**config.mk**
```make
export PLATFORM = sky130hd
export DESIGN_NAME = pc_stack_unit
export DESIGN_NICKNAME = d
export VERILOG_FILES = /design/src/rtl/pc_stack_unit.sv
export SDC_FILE = /design/constraint.sdc
export NUM_CORES = 1
export LEC_CHECK = 0
export CORE_ASPECT_RATIO = 2
export CORE_UTILIZATION = 40
export CTS_CLUSTER_SIZE = 30
export DETAILED_ROUTE_END_ITERATION = 10
export GPL_TIMING_DRIVEN = 0
export MAX_ROUTING_LAYER = met4
export PLACE_DENSITY = 0.69
export REMOVE_ABC_BUFFERS = 1
export SYNTH_ARGS = -nofsm -noshare
export SYNTH_HDL_FRONTEND = slang
export SYNTH_SLANG_ARGS = --single-unit
```
**constraint.sdc**
```tcl
create_clock -name i_clk -period 3.9 [get_ports i_clk]
set_clock_uncertainty 0.1 [all_clocks]
set_input_delay 0.78 -clock i_clk [delete_from_list [all_inputs] [get_ports i_clk]]
set_output_delay 0.78 -clock i_clk [all_outputs]
set_load 0.01 [all_outputs]
```
**src/rtl/pc_stack_unit.sv**
```systemverilog
// ---------------------------------------------------------------------------
// pc_stack_unit
//
// Program-counter unit for the 16-bit RISC core. Provides increment,
// absolute jump, relative branch, call/return through a hardware
// return-address stack, and a soft-reset vector. It also reports sticky
// stack overflow and underflow errors.
//
// All state updates happen on the FALLING edge of i_clk. This keeps the
// outputs stable across the rising edge for downstream rising-edge logic.
//
// Parameters
//   PC_W      PC / address width in bits
//   OFF_W     width of the signed relative-branch offset (OFF_W <= PC_W)
//   DEPTH     return-address stack entries (power of two, >= 2)
//   RESET_VEC PC value after hardware reset and after soft reset
//
// Ports
//   i_clk     clock; state updates on the falling edge
//   i_rst_n   asynchronous active-low reset
//   i_op      operation code:
//               000 HOLD, 001 INC, 010 JMP, 011 SRST,
//               100 BREL, 101 CALL, 110 RET, 111 reserved (HOLD)
//   i_target  absolute jump / call target
//   i_offset  two's-complement branch offset
//   i_stall   (PC_STALL_EN only) forces the edge to behave as HOLD
//   o_pc      current program counter (registered)
//   o_sp      number of valid stack entries (registered)
//   o_full    o_sp == DEPTH
//   o_empty   o_sp == 0
//   o_ovf     sticky: CALL issued while the stack was full
//   o_unf     sticky: RET issued while the stack was empty
//
// Build option
//   PC_STALL_EN  when defined, adds the i_stall port and the stall behaviour.
// ---------------------------------------------------------------------------
module pc_stack_unit #(
  parameter int unsigned     PC_W      = 16,
  parameter int unsigned     OFF_W     = 8,
  parameter int unsigned     DEPTH     = 8,
  parameter logic [PC_W-1:0] RESET_VEC = '0
) (
  input  logic                    i_clk,
  input  logic                    i_rst_n,
  input  logic [2:0]              i_op,
  input  logic [PC_W-1:0]         i_target,
  input  logic [OFF_W-1:0]        i_offset,
`ifdef PC_STALL_EN
  input  logic                    i_stall,
`endif
  output logic [PC_W-1:0]         o_pc,
  output logic [$clog2(DEPTH):0]  o_sp,
  output logic                    o_full,
  output logic                    o_empty,
  output logic                    o_ovf,
  output logic                    o_unf
);

  localparam int unsigned IDX_W = $clog2(DEPTH);
  localparam int unsigned SP_W  = IDX_W + 1;

  typedef enum logic [2:0] {
    OP_HOLD = 3'b000,
    OP_INC  = 3'b001,
    OP_JMP  = 3'b010,
    OP_SRST = 3'b011,
    OP_BREL = 3'b100,
    OP_CALL = 3'b101,
    OP_RET  = 3'b110,
    OP_RSVD = 3'b111
  } op_e;

  // -------------------------------------------------------------------------
  // Arithmetic helpers. All PC arithmetic wraps modulo 2^PC_W, so no carry
  // is kept.
  // -------------------------------------------------------------------------
  function automatic logic [PC_W-1:0] pc_inc(input logic [PC_W-1:0] pc);
    return pc + PC_W'(1);
  endfunction

  // Sign-extend the branch offset to PC width, then add with wrap-around.
  function automatic logic [PC_W-1:0] pc_rel(input logic [PC_W-1:0]  pc,
                                             input logic [OFF_W-1:0] off);
    logic signed [OFF_W-1:0] off_s;
    logic signed [PC_W-1:0]  off_x;
    off_s = $signed(off);
    off_x = PC_W'(off_s);
    return pc + $unsigned(off_x);
  endfunction

  function automatic logic [SP_W-1:0] sp_inc(input logic [SP_W-1:0] sp);
    return sp + SP_W'(1);
  endfunction

  function automatic logic [SP_W-1:0] sp_dec(input logic [SP_W-1:0] sp);
    return sp - SP_W'(1);
  endfunction

  // -------------------------------------------------------------------------
  // State
  // -------------------------------------------------------------------------
  logic [PC_W-1:0] pc_q;
  logic [SP_W-1:0] sp_q;
  logic            ovf_q;
  logic            unf_q;

  // The return-address array holds data only. It is never reset; the
  // valid entries are defined by sp_q alone.
  logic [PC_W-1:0] stack_mem [DEPTH];

  logic            full;
  logic            empty;
  logic [IDX_W-1:0] push_idx;
  logic [IDX_W-1:0] pop_idx;
  logic [PC_W-1:0]  pop_data;

  assign full     = (sp_q == SP_W'(DEPTH));
  assign empty    = (sp_q == '0);
  // When the stack is full, push_idx wraps to 0. No push happens in that
  // case, so the wrapped index is never used.
  assign push_idx = IDX_W'(sp_q);
  assign pop_idx  = IDX_W'(sp_dec(sp_q));
  assign pop_data = stack_mem[pop_idx];

  // -------------------------------------------------------------------------
  // Operation decode: next-state computation
  // -------------------------------------------------------------------------
  logic            exec;
  logic [PC_W-1:0] pc_nxt;
  logic [SP_W-1:0] sp_nxt;
  logic            ovf_nxt;
  logic            unf_nxt;
  logic            push_en;

`ifdef PC_STALL_EN
  assign exec = ~i_stall;
`else
  assign exec = 1'b1;
`endif

  always_comb begin
    pc_nxt  = pc_q;
    sp_nxt  = sp_q;
    ovf_nxt = ovf_q;
    unf_nxt = unf_q;
    push_en = 1'b0;
    if (exec) begin
      case (op_e'(i_op))
        OP_INC:  pc_nxt = pc_inc(pc_q);
        OP_JMP:  pc_nxt = i_target;
        OP_SRST: begin
          pc_nxt  = RESET_VEC;
          sp_nxt  = '0;
          ovf_nxt = 1'b0;
          unf_nxt = 1'b0;
        end
        OP_BREL: pc_nxt = pc_rel(pc_q, i_offset);
        OP_CALL: begin
          // The jump is taken even when the push has to be dropped.
          pc_nxt = i_target;
          if (full) begin
            ovf_nxt = 1'b1;
          end else begin
            push_en = 1'b1;
            sp_nxt  = sp_inc(sp_q);
          end
        end
        OP_RET: begin
          if (empty) begin
            unf_nxt = 1'b1;
          end else begin
            pc_nxt = pop_data;
            sp_nxt = sp_dec(sp_q);
          end
        end
        default: ; // HOLD and reserved
      endcase
    end
  end

  // -------------------------------------------------------------------------
  // Falling-edge state registers
  // -------------------------------------------------------------------------
  always_ff @(negedge i_clk or negedge i_rst_n) begin
    if (!i_rst_n) begin
      pc_q  <= RESET_VEC;
      sp_q  <= '0;
      ovf_q <= 1'b0;
      unf_q <= 1'b0;
    end else begin
      pc_q  <= pc_nxt;
      sp_q  <= sp_nxt;
      ovf_q <= ovf_nxt;
      unf_q <= unf_nxt;
    end
  end

  // The stack write shares the edge with the sp update. The entry pushed at
  // this edge can therefore be popped at the very next edge.
  always_ff @(negedge i_clk) begin
    if (push_en) begin
      stack_mem[push_idx] <= pc_inc(pc_q);
    end
  end

  assign o_pc    = pc_q;
  assign o_sp    = sp_q;
  assign o_full  = full;
  assign o_empty = empty;
  assign o_ovf   = ovf_q;
  assign o_unf   = unf_q;

endmodule

```
==> reports/results.ini <==
[outcome]
status=complete, but fails checks
failed_checks=design-rule violations, negative setup slack

[global_routing]
grt_antenna_before_repair=0
grt_pass1_wl_um=35200
grt_max_degree=35
grt_pass1_vias=6750
overflow=0
track_usage_pct=26.0

[timing]
finalHoldViolCount=0
slew_viol_final=0
setup_ws_ns=-0.403
setup_viol=17
slew_headroom_pct=25.7
hold_slack_ns=0.465
worst_pin_slew_ns=1.11
rsz0062_at_grt=true
setup-tns-final_ns=-2.69

[yosys]
ys_ff_latch=150
avgSynthCellArea_um2=13.6
synth-main-ff-cell=edfxtp_1
async_flop_share_pct=14.7
ys_types=57
seq_area_frac_synth_pct=59.8
postSynthCellCount=540
syn_area_mm2=0.00735
synth_edf_count=128
yosysWarnings=0

[final_layout]
drive_gt1_share_pct=32.6
instances_no_fill=1037
area_growth_pct=41.9
nets=859
final_area_mm2=0.0104
n_fill_cell=1320
n_antenna_cell=0

[place]
hpwl_um=13800
io_buffers=52
dp.cells=792
place_congestion=0.881
placement.cell_area_mm2=0.00826

[worst_setup_path]
end_kind=output port
crit_fanout=3
critical-path-max-stage-delay_ns=0.39
required_ns=3.02
worstSetupStartpointType=register
crit_slowest_cell=dfrtn_1
worstSetupPathType=register to output port
crit_chain=inv_2 > ha_4 > nor3b_4 > buf_2
crit_arrival_ns=3.42
critPathTopFamily=flip-flops
path_buf_inv=2

[routing]
drc=12
drt-total-wl_um=23300
drt-pass1-iter-count=8
routed-via-count=6126
wl_per_cell_um=22.5
ant_nets=0
drt_iter0_markers=368
viasPerCell=5.91

[clock_tree]
cts_root_buffer=clkbuf_16
clk_path_buf_depth=2
cts_hold_buf=0
h-tree-depth=4
clock_latency_ns=0.50
numClockSinks=150
cts_buffers=17
cts_tree=built
clk_pin_slew_ns=0.05

[floorplanning]
die_x_um=97.9
die_y_um=194
core.rowCount=69
io_pins=53
dieArea_mm2=0.0190
initial_core_util_pct=41.1
core-area_mm2=0.0179

[pwr]
vdd_drop_max_mv=0.343
leakagePower_nw=4.28
power.density_mw_per_mm2=756

[job]
maxCapViolations=0

[hold_path]
worstHoldPathType=register to register

## kinds of logic after synthesis
family	share of synthesized area [%]
buf+inv	2.59
xor+xnor	3.10
simple gates	8.51
flops	59.8
compound gates	12.5
fa+ha+maj	3.34
mux	10.2
## state kept, by name, summed over array words and instances (netlist names)
signal	count
o_pc	16
o_ovf	1
stack_mem	128
o_sp	4
o_unf	1
## cell usage in the layout, fill, tap and decap left out, types with 7 or more instances in the layout
cell	Yosys	final
nand3_1	17	16
clkbuf_16	0	17
inv_1	14	136
nor2_1	34	28
a21o_1	8	7
o22ai_1	7	7
a31oi_1	9	8
xor2_1	8	8
dfrtn_1	22	22
buf_2	5	18
buf_6	1	28
nand4_1	8	8
o21ai_1	0	9
clkdlybuf4s50_1	0	17
xnor2_1	18	17
edfxtp_1	128	128
mux4_2	29	29
buf_4	3	77
o21ai_0	29	17
nand2_1	37	34
a21oi_1	31	22
ha_4	0	10
## through the flow
| stage | setup WS [ns] | power [mW] | util (%) |
|---|---|---|---|
| finish | -0.403 | 7.89 | 58.4 |
| global route | -0.439 | 8.31 | 58.4 |
| CTS | -0.361 | 7.70 | 57.0 |
| detailed placement | -2.34 | 5.03 | 46.2 |
| global placement | -4.59 | 4.86 | 44.8 |
| floorplan | -1.42 | 4.12 | - |
## synth_stat cells (4+ instances only)
cell	n	share of area [%]
xnor2_1	18	2.1
ha_1	18	3.1
o21ai_0	29	2.0
nand2_1	37	1.9
a221oi_1	6	0.71
o21a_1	4	0.41
clkbuf_1	19	0.97
a211oi_1	4	0.41
a21oi_1	31	2.1
mux4_2	29	8.9
and3_1	5	0.43
a221o_1	4	0.54
nand3_1	17	1.2
o211ai_1	5	0.51
buf_2	5	0.34
a22o_1	6	0.71
o22ai_1	7	0.60
edfxtp_1	128	52
dfrtn_1	22	7.5
xor2_1	8	0.95
a21o_1	8	0.82
inv_1	14	0.71
nand4_1	8	0.68
a31oi_1	9	0.77
nor3_1	7	0.48
a22oi_1	8	0.82
nor2_1	34	1.7
## power by group
group	leakage (nW)	internal [mW]	switching (mW)
Combinational	1.88	1.65	1.88
Sequential	1.43	2.12	0.0906
Clock	0.970	1.08	1.06
## what timing repair did
action                                 CTS  global route
cloned                                   1             1
pin swaps                               38            35
setup endpoints to repair              174            60
resized for setup                      230            51
setup buffers                           72            18
endpoints found under the hold margin    0             0
## tightest hold or removal path: cells and delay by family (launching register included)
family          cells  cell delay, ns
compound gates      1            0.12
buf+inv             1            0.12
flops               1            0.41
## path summary, 6_finish.rpt
| kind | slack, ns | depth (start not counted) | from | to |
|---|---|---|---|---|
| worst max-delay path | -0.40 | 4 | o_sp[1] | o_empty |
| worst min-delay path | 0.46 | 2 | o_unf | o_unf |
| worst max register to register | 1.04 | 8 | o_sp[0] | o_pc[12] |
| worst min register to register | 0.46 | 2 | o_unf | o_unf |
| max in group asynchronous | 0.30 | 1 | i_rst_n | o_pc[7] |
| min in group asynchronous | 2.69 | 1 | i_rst_n | o_unf |
## area by class of cell
type,count,area (µm²),share of cell area (%)
flip-flops and latches,150,4390,42.1
multi-input cells,346,3290,31.6
repair buffers,155,1370,13.1
clock inverters,143,632,6.06
clock buffers,17,425,4.08
well taps,213,267,2.55
inverters,13,56.3,0.540
## per-layer routing
metal | track usage (%) | vias up | wire [µm]
met3 | 6.52 | 105 | 1120
met4 | 21.7 | 0 | 1440
li1 | - | 2697 | -
met2 | 44.9 | 274 | 13000
met5 | - | - | 0
met1 | 23.4 | 3050 | 7700
Note: power is estimated with default switching activity, not from simulation.
